<file path="src/rtl/loss_stream.sv">
// loss_stream: streaming L1/L2/Huber loss accumulator followed by a restoring divider for the mean.
// Define LOSS_HUBER_EN to build the Huber datapath; without it mode 10 computes L1.
module loss_stream #(
  parameter int IL          = 4,
  parameter int FL          = 16,
  parameter int LANES       = 4,
  parameter int MAX_NUM     = 64,
  parameter int CW          = $clog2(MAX_NUM + 1),
  parameter int HUBER_DELTA = 1 << FL
) (
  input  logic                                clk,
  input  logic                                reset,
  input  logic                                start,
  input  logic [1:0]                          mode,
  input  logic [CW-1:0]                       num,
  input  logic                                in_valid,
  output logic                                in_ready,
  input  logic signed [LANES-1:0][IL+FL-1:0]  yHat,
  input  logic signed [LANES-1:0][IL+FL-1:0]  y,
  output logic                                out_valid,
  input  logic                                out_ready,
  output logic signed [IL+FL-1:0]             out,
  output logic                                sat,
  output logic [1:0]                          state
);
  localparam int W   = IL + FL;
  localparam int EW  = 2 * IL + FL + 2;
  localparam int AW  = EW + CW;
  localparam int PW  = 2 * W + 2;
  localparam int DCW = $clog2(AW + 1);

  localparam logic [CW-1:0]  NUM_MAX = CW'(MAX_NUM);
  localparam logic [CW-1:0]  LANES_C = CW'(LANES);
  localparam logic [W-1:0]   OUT_MAX = {1'b0, {(W-1){1'b1}}};
  localparam logic [DCW-1:0] DIV_END = DCW'(AW - 1);

  if (HUBER_DELTA <= 0) begin : g_bad_delta
    $error("loss_stream: HUBER_DELTA must be positive");
  end

  typedef enum logic [1:0] {
    S_IDLE   = 2'b00,
    S_ACCUM  = 2'b01,
    S_DIVIDE = 2'b10,
    S_DONE   = 2'b11
  } state_t;

  state_t state_reg, state_next;

  logic [1:0]     mode_reg;
  logic [CW-1:0]  num_reg;
  logic [CW-1:0]  rem_reg;
  logic [AW-1:0]  acc_reg;
  logic [CW-1:0]  div_rem_reg;
  logic [DCW-1:0] div_cnt_reg;
  logic [W-1:0]   out_reg;
  logic           sat_reg;

  logic [CW-1:0]  num_clamped;
  logic [CW-1:0]  rem_next;
  logic           last_beat;
  logic           beat;
  logic           div_last;

  assign num_clamped = (num > NUM_MAX) ? NUM_MAX : num;
  assign last_beat   = (rem_reg <= LANES_C);
  assign rem_next    = last_beat ? '0 : (rem_reg - LANES_C);
  assign beat        = in_valid && in_ready;
  assign div_last    = (div_cnt_reg == DIV_END);

  // Per-lane loss; lanes at or beyond the remaining count are forced to zero.
  logic [LANES-1:0][EW-1:0] lane_loss;
  logic [LANES-1:0]         lane_en;

  genvar gi;
  for (gi = 0; gi < LANES; gi++) begin : g_lane
    logic signed [W:0] d;
    logic [W:0]        ad;
    logic [PW-1:0]     ad_ext;
    logic [PW-1:0]     sq;
    logic [EW-1:0]     l1;
    logic [EW-1:0]     l2;
    logic [EW-1:0]     loss;
    logic              unused_bits;

    assign d      = {yHat[gi][W-1], yHat[gi]} - {y[gi][W-1], y[gi]};
    assign ad     = d[W] ? -d : d;
    assign ad_ext = {{(PW-W-1){1'b0}}, ad};
    assign sq     = ad_ext * ad_ext;
    assign l1     = {{(EW-W-1){1'b0}}, ad};
    assign l2     = sq[FL +: EW];

`ifdef LOSS_HUBER_EN
    localparam logic [PW-1:0] DELTA = PW'(HUBER_DELTA);
    localparam logic [PW-1:0] HALF  = PW'(HUBER_DELTA / 2);
    logic [PW-1:0] lin;
    logic [EW-1:0] hub;

    // Quadratic inside the threshold, linear (slope delta) outside.
    assign lin         = DELTA * (ad_ext - HALF);
    assign hub         = (ad_ext <= DELTA) ? {1'b0, sq[PW-1:FL+1]} : lin[FL +: EW];
    assign unused_bits = ^{sq[FL-1:0], lin[FL-1:0]};
`else
    assign unused_bits = ^sq[FL-1:0];
`endif

    always_comb begin
      case (mode_reg)
        2'b00:   loss = l1;
`ifdef LOSS_HUBER_EN
        2'b10:   loss = hub;
`else
        2'b10:   loss = l1;
`endif
        default: loss = l2;
      endcase
    end

    assign lane_en[gi]   = (rem_reg > CW'(gi));
    assign lane_loss[gi] = lane_en[gi] ? loss : '0;
  end

  logic [AW-1:0] lane_sum;
  always_comb begin
    lane_sum = '0;
    for (int i = 0; i < LANES; i++) begin
      lane_sum = lane_sum + AW'(lane_loss[i]);
    end
  end

  // Restoring divider step; the quotient shifts into acc_reg as the dividend shifts out.
  logic [CW:0]   div_trial;
  logic [CW:0]   div_diff;
  logic          div_bit;
  logic [CW-1:0] div_rem_next;
  logic [AW-1:0] quo_next;
  logic          quo_sat;
  logic          div_unused;

  always_comb begin
    div_trial    = {div_rem_reg, acc_reg[AW-1]};
    div_diff     = div_trial - {1'b0, num_reg};
    div_bit      = (div_trial >= {1'b0, num_reg});
    div_rem_next = div_bit ? div_diff[CW-1:0] : div_trial[CW-1:0];
    quo_next     = {acc_reg[AW-2:0], div_bit};
    quo_sat      = |quo_next[AW-1:W-1];
  end

  assign div_unused = div_diff[CW] ^ div_trial[CW];

  always_ff @(posedge clk) begin
    if (reset) begin
      state_reg <= S_IDLE;
    end else begin
      state_reg <= state_next;
    end
  end

  always_comb begin
    state_next = state_reg;
    in_ready   = 1'b0;
    out_valid  = 1'b0;
    case (state_reg)
      S_IDLE: begin
        if (start) begin
          state_next = (num_clamped == '0) ? S_DONE : S_ACCUM;
        end
      end
      S_ACCUM: begin
        in_ready = 1'b1;
        if (in_valid && last_beat) begin
          state_next = S_DIVIDE;
        end
      end
      S_DIVIDE: begin
        if (div_last) begin
          state_next = S_DONE;
        end
      end
      S_DONE: begin
        out_valid = 1'b1;
        if (out_ready) begin
          state_next = S_IDLE;
        end
      end
      default: state_next = S_IDLE;
    endcase
  end

  always_ff @(posedge clk) begin
    if (reset) begin
      mode_reg    <= '0;
      num_reg     <= '0;
      rem_reg     <= '0;
      acc_reg     <= '0;
      div_rem_reg <= '0;
      div_cnt_reg <= '0;
      out_reg     <= '0;
      sat_reg     <= 1'b0;
    end else begin
      case (state_reg)
        S_IDLE: begin
          if (start) begin
            mode_reg    <= mode;
            num_reg     <= num_clamped;
            rem_reg     <= num_clamped;
            acc_reg     <= '0;
            div_rem_reg <= '0;
            div_cnt_reg <= '0;
            out_reg     <= '0;
            sat_reg     <= 1'b0;
          end
        end
        S_ACCUM: begin
          if (beat) begin
            acc_reg <= acc_reg + lane_sum;
            rem_reg <= rem_next;
          end
        end
        S_DIVIDE: begin
          acc_reg     <= quo_next;
          div_rem_reg <= div_rem_next;
          div_cnt_reg <= div_cnt_reg + DCW'(1);
          if (div_last) begin
            out_reg <= quo_sat ? OUT_MAX : quo_next[W-1:0];
            sat_reg <= quo_sat;
          end
        end
        default: begin
        end
      endcase
    end
  end

  assign out   = out_reg;
  assign sat   = sat_reg;
  assign state = state_reg;
endmodule

</file>
<file path="config.mk">
export PLATFORM = sky130hd
export DESIGN_NAME = loss_stream
export DESIGN_NICKNAME = d
export VERILOG_FILES = /design/src/rtl/loss_stream.sv
export SDC_FILE = /design/constraint.sdc
export NUM_CORES = 2
export LEC_CHECK = 0
export ABC_AREA = 1
export BUFFER_PORTS_ARGS = -buffer_cell sky130_fd_sc_hd__buf_2
export CORE_AREA = 2 2 273 383
export CTS_BUF_LIST = sky130_fd_sc_hd__clkbuf_16
export DETAILED_ROUTE_END_ITERATION = 12
export DIE_AREA = 0 0 275 385
export GPL_ROUTABILITY_DRIVEN = 0
export PLACE_DENSITY = 0.82
export SLEW_MARGIN = 20
export SYNTH_ARGS = -nofsm -noshare
export SYNTH_HDL_FRONTEND = slang
export SYNTH_SLANG_ARGS = --single-unit
</file>
<file path="constraint.sdc">
create_clock -name clk -period 13.42 [get_ports clk]
set_input_delay 1.342 -clock clk [delete_from_list [all_inputs] [get_ports clk]]
set_output_delay 1.342 -clock clk [all_outputs]
set_load 0.05 [all_outputs]
</file>
==> metrics.md <==
| Metric | Value |
|---|---|
| Dpl cell area | 70600 sq um |
| Max cap viols | 0 |
| HPWL after DPL | roughly 170 mm |
| Ys flop type | dfxtp_1 |
| Cell Rows | between 100 and 150 |
| Die Ht | 385 um |
| Routed vias | 60400 |
| Clk pin slew, worst setup/hold paths | 0.08 ns |
| Crit. End Element | register |
| Fmax | 76.9 MHz |
| Router iterations before antenna repair | 7 |
| Initial Util | 64.8% |
| Startpoint types | input pin |
| Wire per inst | 18.9 um |
| CTS tree | built |
| Seq cells post-synth | 84 |
| Core footprint | around 100000 sq um |
| Number of synthesized flops with an enable pin | 0 |
| Max reg flops | 33 |
| Worst slack at placement | -0.209 ns |
| RSZ-0062 raised after global routing | true |
| Synth async-reset ratio | 0% |
| Synth-to-Final Area Change | 7.96% |
| Post-route minimum period | 13.01 ns |
| Initial antenna violation count | 4 |
| Later-pin clock latency in the skew report | 0.39 ns |
| I/O Buffers | 197 |
| WS Path Type | input pin to register |
| Mapped Area | between 60000 and 70000 sq um |
| Chip Width | 275 um |
| CP max-delay cell | fa_1 |
| Critical Path Most Common Cell | fa_1 |
| Final instance area | 71500 sq um |
| DIE AREA | 106000 sq um |
| # fillers | 8043 |
| Slew headroom | a little under a fifth |
| Distinct cells, synth | 70 |
| Clk_skew | 0.0140 ns |
| WP data arrival | ~13 ns |
| Largest net degree at the start of global routing | 70 |
| HP Class | register to register |
| Final Hold Viols | 0 |
| Num CTS Buffers | 9 |
| Clock buffer depth | 2 |
| Clock root cell | clkbuf_16 |
| Tcrit/Tclk final | 97.0% |
| Detail Route Antenna Nets | 0 |
| Slew @ Worst Pin | 1.22 ns |
| # IOs | 199 |
| Req. time, crit path | approximately 14 ns |
| Post-synthesis cell count | 8739 |
| Syn avg cell area | 7.58 sq um |
| Gr usage total | 38.3% |
| First-pass GRT wire length | ~320 mm |
| Fin nets | 11400 |
| Vias in the first global route | ~65000 |
| Setup violation total in the final timing report | 0 |
| Htree depth | 3 |
| Post-route DRC | 0 |
| Via density | roughly 5.8 |
| Layout cells sized above 1 | 9.26% |
| Iter 0 DRT Violations | 4968 |
| Max incr delay on CP | 0.61 ns |
| Outcome | completed |
| Fraction of the yosys area taken by sequential cells | 2.54% |
| Final Worst Setup Slack | approximately 0.4 ns |
| Pins Over Slew Limit | 0 |
| CTS Hold Bufs | 0 |
| Ys Warns | 0 |
| Wirelength, routed | 198 mm |
| Clock net sink count | 84 |
| Remaining Overflow, GRT | 0 |
| Worst-path fanout max | 6 |
[cell type report]
cell class	instances	area (sq um)	area share [%]
clock inverters	7	82.6	0.115
flip-flops and latches	84	1690	2.36
clock buffers	9	225	0.315
diodes	5	12.5	0.0175
multi-input cells	6115	55300	77.3
repair buffers	505	3410	4.76
inverters	2429	9150	12.8
well taps	1339	1680	2.34
[stage by stage]
stage / instances / utilization, % / hold WS, ns / setup TNS [ns]
after floorplan: 8799 / - / 0.435 / 0
after global placement: 10500 / 69.0 / 0.428 / 0
after detailed placement: 10500 / 69.0 / 0.431 / -0.988
after CTS: 10500 / 69.3 / 0.445 / 0
after global routing: 10500 / 69.9 / 0.464 / -0.733
final: 10500 / 70.0 / 0.443 / 0
[worst max-delay path, delay by kind of cell]
kind / cells / cell delay [ns]
adders and majority gates: 14 / 6.27
and+or+nand+nor: 19 / 2.08
xor gates and xnor gates: 2 / 0.35
buffers and inverters: 15 / 1.57
AOI/OAI and AO/OA: 11 / 1.64
[final timing paths]
| kind | startpoint | endpoint | slack, ns | cells after the start |
|---|---|---|---|---|
| setup / recovery | y[20] | acc_reg[20]$_SDFFE_PP0P_ | 0.41 | 61 |
| hold / removal | out[19]$_SDFFE_PP0P_ | out[19]$_SDFFE_PP0P_ | 0.44 | 2 |
| setup reg to reg | rem_reg[2]$_SDFFE_PP0P_ | acc_reg[26]$_SDFFE_PP0P_ | 7.07 | 27 |
| hold reg to reg | out[19]$_SDFFE_PP0P_ | out[19]$_SDFFE_PP0P_ | 0.44 | 2 |
[placed cells by master (no fill, tap or decap), types with 12 or more instances in the layout]
cell / count
o21ai_0: 276
fa_1: 1320
nor2_1: 898
buf_2: 197
a21o_1: 20
o21ai_2: 16
conb_1: 62
a22oi_1: 13
xor2_2: 13
a21oi_1: 460
buf_4: 296
nand2_2: 49
nor4_1: 19
ha_2: 12
inv_1: 2368
xor2_1: 84
or2_2: 19
nand4_1: 57
a21oi_2: 21
a211oi_1: 14
o21ai_1: 34
inv_2: 47
o21bai_1: 14
xnor2_1: 46
nor2_2: 66
dfxtp_1: 83
nand3b_1: 13
nor3_1: 56
ha_1: 704
a31oi_1: 69
o21a_1: 34
nand2_1: 1263
nand3_1: 282
o211ai_1: 27
[Yosys cell counts, drive strengths merged, types with 3 or more instances]
master / instances / area (sq um)
nor2: 973 / 3760
a31oi: 72 / 450
nand3b: 14 / 109
clkbuf: 74 / 278
o22ai: 8 / 50.1
inv: 2421 / 9090
a21boi: 14 / 116
nand4: 59 / 382
nand3: 295 / 1550
fa: 1323 / 26500
nor4: 20 / 140
and3: 11 / 68.8
o31ai: 5 / 37.5
o2111ai: 3 / 26.3
a22oi: 13 / 97.6
dfxtp: 84 / 1680
nor3: 65 / 355
nand2: 1322 / 5110
xor2: 97 / 910
a221oi: 9 / 78.8
buf: 98 / 584
o21ai: 327 / 1670
xnor2: 53 / 502
a211oi: 16 / 120
or2: 29 / 181
nor3b: 3 / 22.5
clkinv: 8 / 30.0
o21a: 34 / 255
a21oi: 482 / 2460
o221ai: 5 / 43.8
ha: 719 / 9000
o211ai: 27 / 203
o21bai: 17 / 146
a21o: 20 / 150
and2: 7 / 43.8
[metal layers]
metal / vias up / global-route usage (%) / wire, um
met4: 4 / 29.2 / 18700
met2: 3288 / 66.3 / 96500
met1: 28800 / 41.0 / 64600
li1: 27000 / - / -
met3: 1250 / 7.60 / 18100
met5: - / 0 / 25
[cell families after synthesis]
logic type	share of synthesized area (%)
buffers and inverters	15.1
AND/OR/NAND/NOR	17.7
flip-flops	2.54
AO/OA/AOI/OAI	9.01
XOR/XNOR	2.13
other	0.0113
adder cells (fa/ha/maj)	53.5
[repair_timing]
action | in CTS | in global routing
setup endpoints to repair | 0 | 25
setup buffers | 0 | 16
resized for setup | 0 | 168
Power is not shown: default switching activity piles up to over one toggle a cycle in this logic, so the estimate is an artifact.
